### src/rtl/multicore_boot_loader.sv
// Boot-image loader: header/payload word stream -> registered ROM writes (1-cycle latency), per-core reset release.
// Never back-pressures out of reset. Optional trailing XOR checksum per load under `BOOT_CKSUM_EN.
module multicore_boot_loader #(
   parameter int NUM_CORES    = 2,
   parameter int INSTR_DEPTH  = 1024,
   parameter int SCALAR_DEPTH = 1024,
   parameter int ROM_AW       = $clog2(NUM_CORES*(INSTR_DEPTH+SCALAR_DEPTH))
)(
   input  logic                 clk,
   input  logic                 rst,
   input  logic                 s_valid,
   output logic                 s_ready,
   input  logic [31:0]          s_data,
   output logic                 rom_we,
   output logic [ROM_AW-1:0]    rom_addr,
   output logic [31:0]          rom_wdata,
   output logic [NUM_CORES-1:0] core_rst,
   output logic [NUM_CORES-1:0] loaded_instr,
   output logic [NUM_CORES-1:0] loaded_scalar,
   output logic                 busy,
   output logic                 err_valid,
   output logic [2:0]           err_code
);
   typedef enum logic [1:0] {IDLE, LOAD, CKSUM, DRAIN} state_t;

   state_t                state, state_nx;
   logic [14:0]           cnt, cnt_nx;
   logic [ROM_AW-1:0]     addr, addr_nx;
   logic [7:0]            cur_core, cur_core_nx;
   logic                  cur_reg, cur_reg_nx;
   logic                  rom_we_nx;
   logic [ROM_AW-1:0]     rom_addr_nx;
   logic [31:0]           rom_wdata_nx;
   logic [NUM_CORES-1:0]  core_rst_nx, loaded_instr_nx, loaded_scalar_nx;
   logic                  err_valid_nx;
   logic [2:0]            err_code_nx;
`ifdef BOOT_CKSUM_EN
   logic [31:0]           xsum, xsum_nx;
`endif

   logic                  accept;
   logic [7:0]            hdr_core;
   logic                  hdr_reg;
   logic [14:0]           hdr_n;
   logic                  core_ok, len_ok, held;
   int                    depth;
   logic [ROM_AW-1:0]     base;

   assign accept   = s_valid && s_ready;
   assign hdr_core = s_data[23:16];
   assign hdr_reg  = s_data[15];
   assign hdr_n    = s_data[14:0];
   assign busy     = (state != IDLE);

   always_comb begin
      depth   = hdr_reg ? SCALAR_DEPTH : INSTR_DEPTH;
      core_ok = 32'(hdr_core) < NUM_CORES;
      len_ok  = (hdr_n != 15'd0) && (32'(hdr_n) <= depth);
      held    = 1'b0;
      for (int k = 0; k < NUM_CORES; k++)
         if (hdr_core == 8'(k)) held = core_rst[k];
      base = hdr_reg ? ROM_AW'(NUM_CORES*INSTR_DEPTH + 32'(hdr_core)*SCALAR_DEPTH)
                     : ROM_AW'(32'(hdr_core)*INSTR_DEPTH);
   end

   always_comb begin
      state_nx         = state;
      cnt_nx           = cnt;
      addr_nx          = addr;
      cur_core_nx      = cur_core;
      cur_reg_nx       = cur_reg;
      rom_we_nx        = 1'b0;
      rom_addr_nx      = rom_addr;
      rom_wdata_nx     = rom_wdata;
      core_rst_nx      = core_rst;
      loaded_instr_nx  = loaded_instr;
      loaded_scalar_nx = loaded_scalar;
      err_valid_nx     = 1'b0;
      err_code_nx      = err_code;
`ifdef BOOT_CKSUM_EN
      xsum_nx          = xsum;
`endif
      if (accept) begin
         case (state)
            IDLE: begin
               if (s_data[31:24] == 8'hB0) begin
                  cnt_nx = hdr_n;
                  if (!core_ok || !len_ok) begin
                     err_valid_nx = 1'b1;
                     err_code_nx  = 3'd2;
                     if (hdr_n != 15'd0) state_nx = DRAIN;
                  end else if (!held) begin
                     err_valid_nx = 1'b1;
                     err_code_nx  = 3'd3;
                     state_nx     = DRAIN;
                  end else begin
                     state_nx    = LOAD;
                     addr_nx     = base;
                     cur_core_nx = hdr_core;
                     cur_reg_nx  = hdr_reg;
`ifdef BOOT_CKSUM_EN
                     xsum_nx     = 32'd0;
`endif
                     for (int k = 0; k < NUM_CORES; k++)
                        if (hdr_core == 8'(k)) begin
                           if (hdr_reg) loaded_scalar_nx[k] = 1'b0;
                           else         loaded_instr_nx[k]  = 1'b0;
                        end
                  end
               end else if (s_data[31:24] == 8'hB1) begin
                  // mask bits beyond NUM_CORES are simply never looked at
                  for (int k = 0; k < NUM_CORES; k++)
                     if (s_data[k]) begin
                        if (loaded_instr[k]) core_rst_nx[k] = 1'b0;
                        else begin
                           err_valid_nx = 1'b1;
                           err_code_nx  = 3'd5;
                        end
                     end
               end else begin
                  err_valid_nx = 1'b1;
                  err_code_nx  = 3'd1;
               end
            end
            LOAD: begin
               rom_we_nx    = 1'b1;
               rom_addr_nx  = addr;
               rom_wdata_nx = s_data;
               addr_nx      = addr + ROM_AW'(1);
               cnt_nx       = cnt - 15'd1;
`ifdef BOOT_CKSUM_EN
               xsum_nx      = xsum ^ s_data;
               if (cnt == 15'd1) state_nx = CKSUM;
`else
               if (cnt == 15'd1) begin
                  state_nx = IDLE;
                  for (int k = 0; k < NUM_CORES; k++)
                     if (cur_core == 8'(k)) begin
                        if (cur_reg) loaded_scalar_nx[k] = 1'b1;
                        else         loaded_instr_nx[k]  = 1'b1;
                     end
               end
`endif
            end
`ifdef BOOT_CKSUM_EN
            CKSUM: begin
               state_nx = IDLE;
               if (s_data == xsum) begin
                  for (int k = 0; k < NUM_CORES; k++)
                     if (cur_core == 8'(k)) begin
                        if (cur_reg) loaded_scalar_nx[k] = 1'b1;
                        else         loaded_instr_nx[k]  = 1'b1;
                     end
               end else begin
                  err_valid_nx = 1'b1;
                  err_code_nx  = 3'd4;
               end
            end
`endif
            DRAIN: begin
               cnt_nx = cnt - 15'd1;
               if (cnt == 15'd1) state_nx = IDLE;
            end
            default: state_nx = IDLE;
         endcase
      end
   end

   always_ff @(posedge clk or posedge rst) begin
      if (rst) begin
         state         <= IDLE;
         cnt           <= '0;
         addr          <= '0;
         cur_core      <= '0;
         cur_reg       <= 1'b0;
         s_ready       <= 1'b0;
         rom_we        <= 1'b0;
         rom_addr      <= '0;
         rom_wdata     <= '0;
         core_rst      <= '1;
         loaded_instr  <= '0;
         loaded_scalar <= '0;
         err_valid     <= 1'b0;
         err_code      <= 3'd0;
`ifdef BOOT_CKSUM_EN
         xsum          <= '0;
`endif
      end else begin
         state         <= state_nx;
         cnt           <= cnt_nx;
         addr          <= addr_nx;
         cur_core      <= cur_core_nx;
         cur_reg       <= cur_reg_nx;
         s_ready       <= 1'b1;
         rom_we        <= rom_we_nx;
         rom_addr      <= rom_addr_nx;
         rom_wdata     <= rom_wdata_nx;
         core_rst      <= core_rst_nx;
         loaded_instr  <= loaded_instr_nx;
         loaded_scalar <= loaded_scalar_nx;
         err_valid     <= err_valid_nx;
         err_code      <= err_code_nx;
`ifdef BOOT_CKSUM_EN
         xsum          <= xsum_nx;
`endif
      end
   end
endmodule

### config.mk
export PLATFORM = sky130hd
export DESIGN_NAME = multicore_boot_loader
export DESIGN_NICKNAME = d
export VERILOG_FILES = /design/src/rtl/multicore_boot_loader.sv
export SDC_FILE = /design/constraint.sdc
export NUM_CORES = 1
export LEC_CHECK = 0
export ABC_AREA = 1
export CORE_MARGIN = 3
export CORE_UTILIZATION = 56
export DETAILED_ROUTE_END_ITERATION = 12
export GPL_ROUTABILITY_DRIVEN = 0
export PLACE_DENSITY = 0.88
export SYNTH_ARGS = -nofsm -noshare
export SYNTH_HDL_FRONTEND = slang
export SYNTH_SLANG_ARGS = --single-unit
### constraint.sdc
create_clock -name clk -period 8.01 [get_ports clk]
set_input_delay 1.602 -clock clk [delete_from_list [all_inputs] [get_ports clk]]
set_output_delay 1.602 -clock clk [all_outputs]
set_load 0.05 [all_outputs]
==> impl_metrics.ini <==
[die]
die-area_um2 = 9710
start_util_pct = 58.0
rows = 33
die_y_um = 98.5
pin_count = 92
core_area_um2 = 8260
die_w_um = 98.5

[timing]
slew_headroom_pct = 29.4
report.final.hold_viol_count = 0
tns_ns = 0
setup_viol = 0
finClkSkew_ns = 0.0133
report.final.slew_viol_count = 0
fin_crit_ns = 4.18
fin_crit_sh_pct = 52.1
tightest_slew_ns = 1.06
holdWs_ns = 0.478
fmax_mhz = 240
rsz0062_at_grt = false

[synthesis]
synth.distinct_cells = 39
ys_warn_count = 0
synthArstFlopShare_pct = 100
yosys.area_share.adder_pct = 0.783
ys_ff_latch = 94
synth.area.mux_share_pct = 0
synth.area.top_cells = dfrtp_1 (48%), nand2_1 (13%), o21ai_0 (6.2%), inv_1 (5.0%), nor2_1 (4.8%)
synthSimpleGateAreaFrac_pct = 27.8
synth_fp_nets = 646
ys_seq_area_share_pct = 49.1
ys.flop_type = dfrtp_1
synth_compound_area_share_pct = 13.2
synth_top_family_by_area = simple AND/OR/NAND/NOR gates
avgSynthCellArea_um2 = 7.88
synth_top_area_cell = dfrtp_1
synth-edff-count = 0
netlist.area_leader.share_pct = 48.0
syn_area_um2 = 4790
synth_xor_area_share_pct = 1.46
syn_inst = 608

[critical_path]
cp-end-kind = primary output
start_kind = register
crit_fanout = 27
cp.arrival_ns = 2.57
required_ns = 6.41
path_class = reg2out

[global_routing]
grt.total_usage_pct = 26.1
antenna_found_initial = 0
grt_pass1_vias = 4297
grt_max_degree = 76
overflow = 0
grt_pass1_wl_um = 20500

[power]
ir_drop_mv = 0.160
powerDensity_nw_per_um2 = 360
cellLeakagePower_nw = 2.74

[cts]
cts_sinks = 94
cts_buffers = 9
insertion_delay_ns = 0.37
post_cts_resized = 0
clockBufferDepth = 2
cts_root_buf = clkbuf_8
clkSlewWorstSetupHoldPaths_ns = 0.10
ctsHoldBuffers = 0
cts_tree = built
htreeDepth = 3
cts_setup_buffers = 0

[status]
outcome = complete, no violations

[detailed_routing]
via_per_inst = 5.48
wirelength_um = 12200
vias = 4402
drcViolationCount = 0
drtIter0Drc = 378
dr.pass1.iters = 5
ant_nets = 0
wl_per_cell_um = 15.1

[layout]
syn_to_final_growth_pct = 24.9
final_nets = 731
drive_gt1_share_pct = 7.59
largest_register_ffs = 32
antenna_cells = 0
regMostFlops = rom_wdata
top_regs = rom_wdata: 32 flops, cnt: 15 flops

[flow_run]
max_cap_viol_count = 0

[placement]
io_buffers = 91
hpwl_um = 8850

[min_path]
hp-class = reg2reg
==> placed cells by master, fill, tap and decap left out, types with 2 or more instances in the layout <==
master | netlist | layout
a21boi_0 | 2 | 2
a21oi_1 | 18 | 18
a31oi_1 | 2 | 2
bufinv_16 | 0 | 3
clkbuf_8 | 0 | 9
clkdlybuf4s50_1 | 0 | 91
dfrtp_1 | 92 | 92
dfstp_2 | 2 | 2
ha_1 | 3 | 3
inv_1 | 64 | 63
inv_2 | 5 | 5
inv_6 | 0 | 2
nand2_1 | 170 | 170
nand2_2 | 4 | 4
nand2_4 | 3 | 3
nand3_1 | 30 | 30
nand3b_1 | 2 | 2
nand4_1 | 10 | 10
nor2_1 | 61 | 61
nor2_2 | 6 | 6
nor2_4 | 2 | 2
nor3_1 | 9 | 9
nor3_2 | 2 | 2
o211ai_1 | 6 | 6
o21ai_0 | 59 | 59
o21ai_1 | 8 | 8
o21ai_2 | 9 | 9
o22ai_1 | 4 | 4
o31ai_1 | 2 | 2
xnor2_1 | 3 | 3
xor2_1 | 5 | 5
==> synth_stat cells, drive strengths merged, types with 3 or more instances <==
cell    number
xnor2        3
a21oi       18
nand4       11
clkbuf       5
nor2        70
ha           3
o21ai       76
nand2      177
xor2         5
buf         13
o211ai       6
nor3        12
inv         69
dfrtp       92
nand3       30
o22ai        4
==> worst paths after layout <==
path | startpoint | to | slack (ns) | depth (start not counted)
setup / recovery | state[0] | busy | 3.83 | 3
hold / removal | rom_wdata[31] | rom_wdata[31] | 0.48 | 2
setup reg to reg | state[0] | rom_wdata[30] | 5.54 | 4
hold reg to reg | rom_wdata[31] | rom_wdata[31] | 0.48 | 2
max in group asynchronous | rst | cur_core[4] | 5.21 | 3
min in group asynchronous | rst | rom_wdata[22] | 1.63 | 2
==> per-layer routing <==
metal	global-route usage, %	vias up	share of wire, %
met4	7.98	0	1.7
met5	0	-	0
li1	-	2134	-
met2	42.7	178	49
met1	35.0	2069	42
met3	5.80	21	6.8
==> report_power, final <==
group	internal [mW]	total [mW]	switching, mW
clock network	0.210	0.383	0.174
registers	0.621	0.748	0.127
logic	0.321	1.02	0.702
total	1.15	2.16	1.00
==> cell families (layout without fill, tap and decap cells) <==
| kind of cell | Yosys count | in the layout |
|---|---|---|
| buf+inv | 87 | 177 |
| compound gates | 112 | 112 |
| fa+ha+maj | 3 | 3 |
| xor+xnor | 8 | 8 |
| flops | 94 | 94 |
| simple gates | 303 | 303 |
| other cells | 1 | 1 |
==> layout make-up <==
class	count	area (um2)
Clock buffer	10	128
Clock inverter	6	115
Fill cell	614	2270
Inverter	69	260
Multi-Input combinational cell	427	2080
Sequential cell	94	2350
Tap cell	105	131
Timing Repair Buffer	92	918
==> worst max-delay path, stage by stage (launching register included) <==
cell and delay (ns):
dfrtp_1 0.98, nor2_4 0.15, inv_2 0.24, clkdlybuf4s50_1 0.84
==> through the flow <==
step / power, mW / worst slack, ns / area (um2) / cells / util (%)
floorplan: 1.44 / 3.96 / 4790 / 608 / -
global placement: 1.74 / 4.16 / 5740 / 787 / 69.6
detailed placement: 1.77 / 4.07 / 5740 / 787 / 69.6
CTS: 2.16 / 3.85 / 5990 / 803 / 72.5
global route: 2.28 / 3.72 / 5990 / 803 / 72.5
finish: 2.16 / 3.83 / 5990 / 803 / 72.5
No activity file was read; power rests on OpenSTA's default activity.
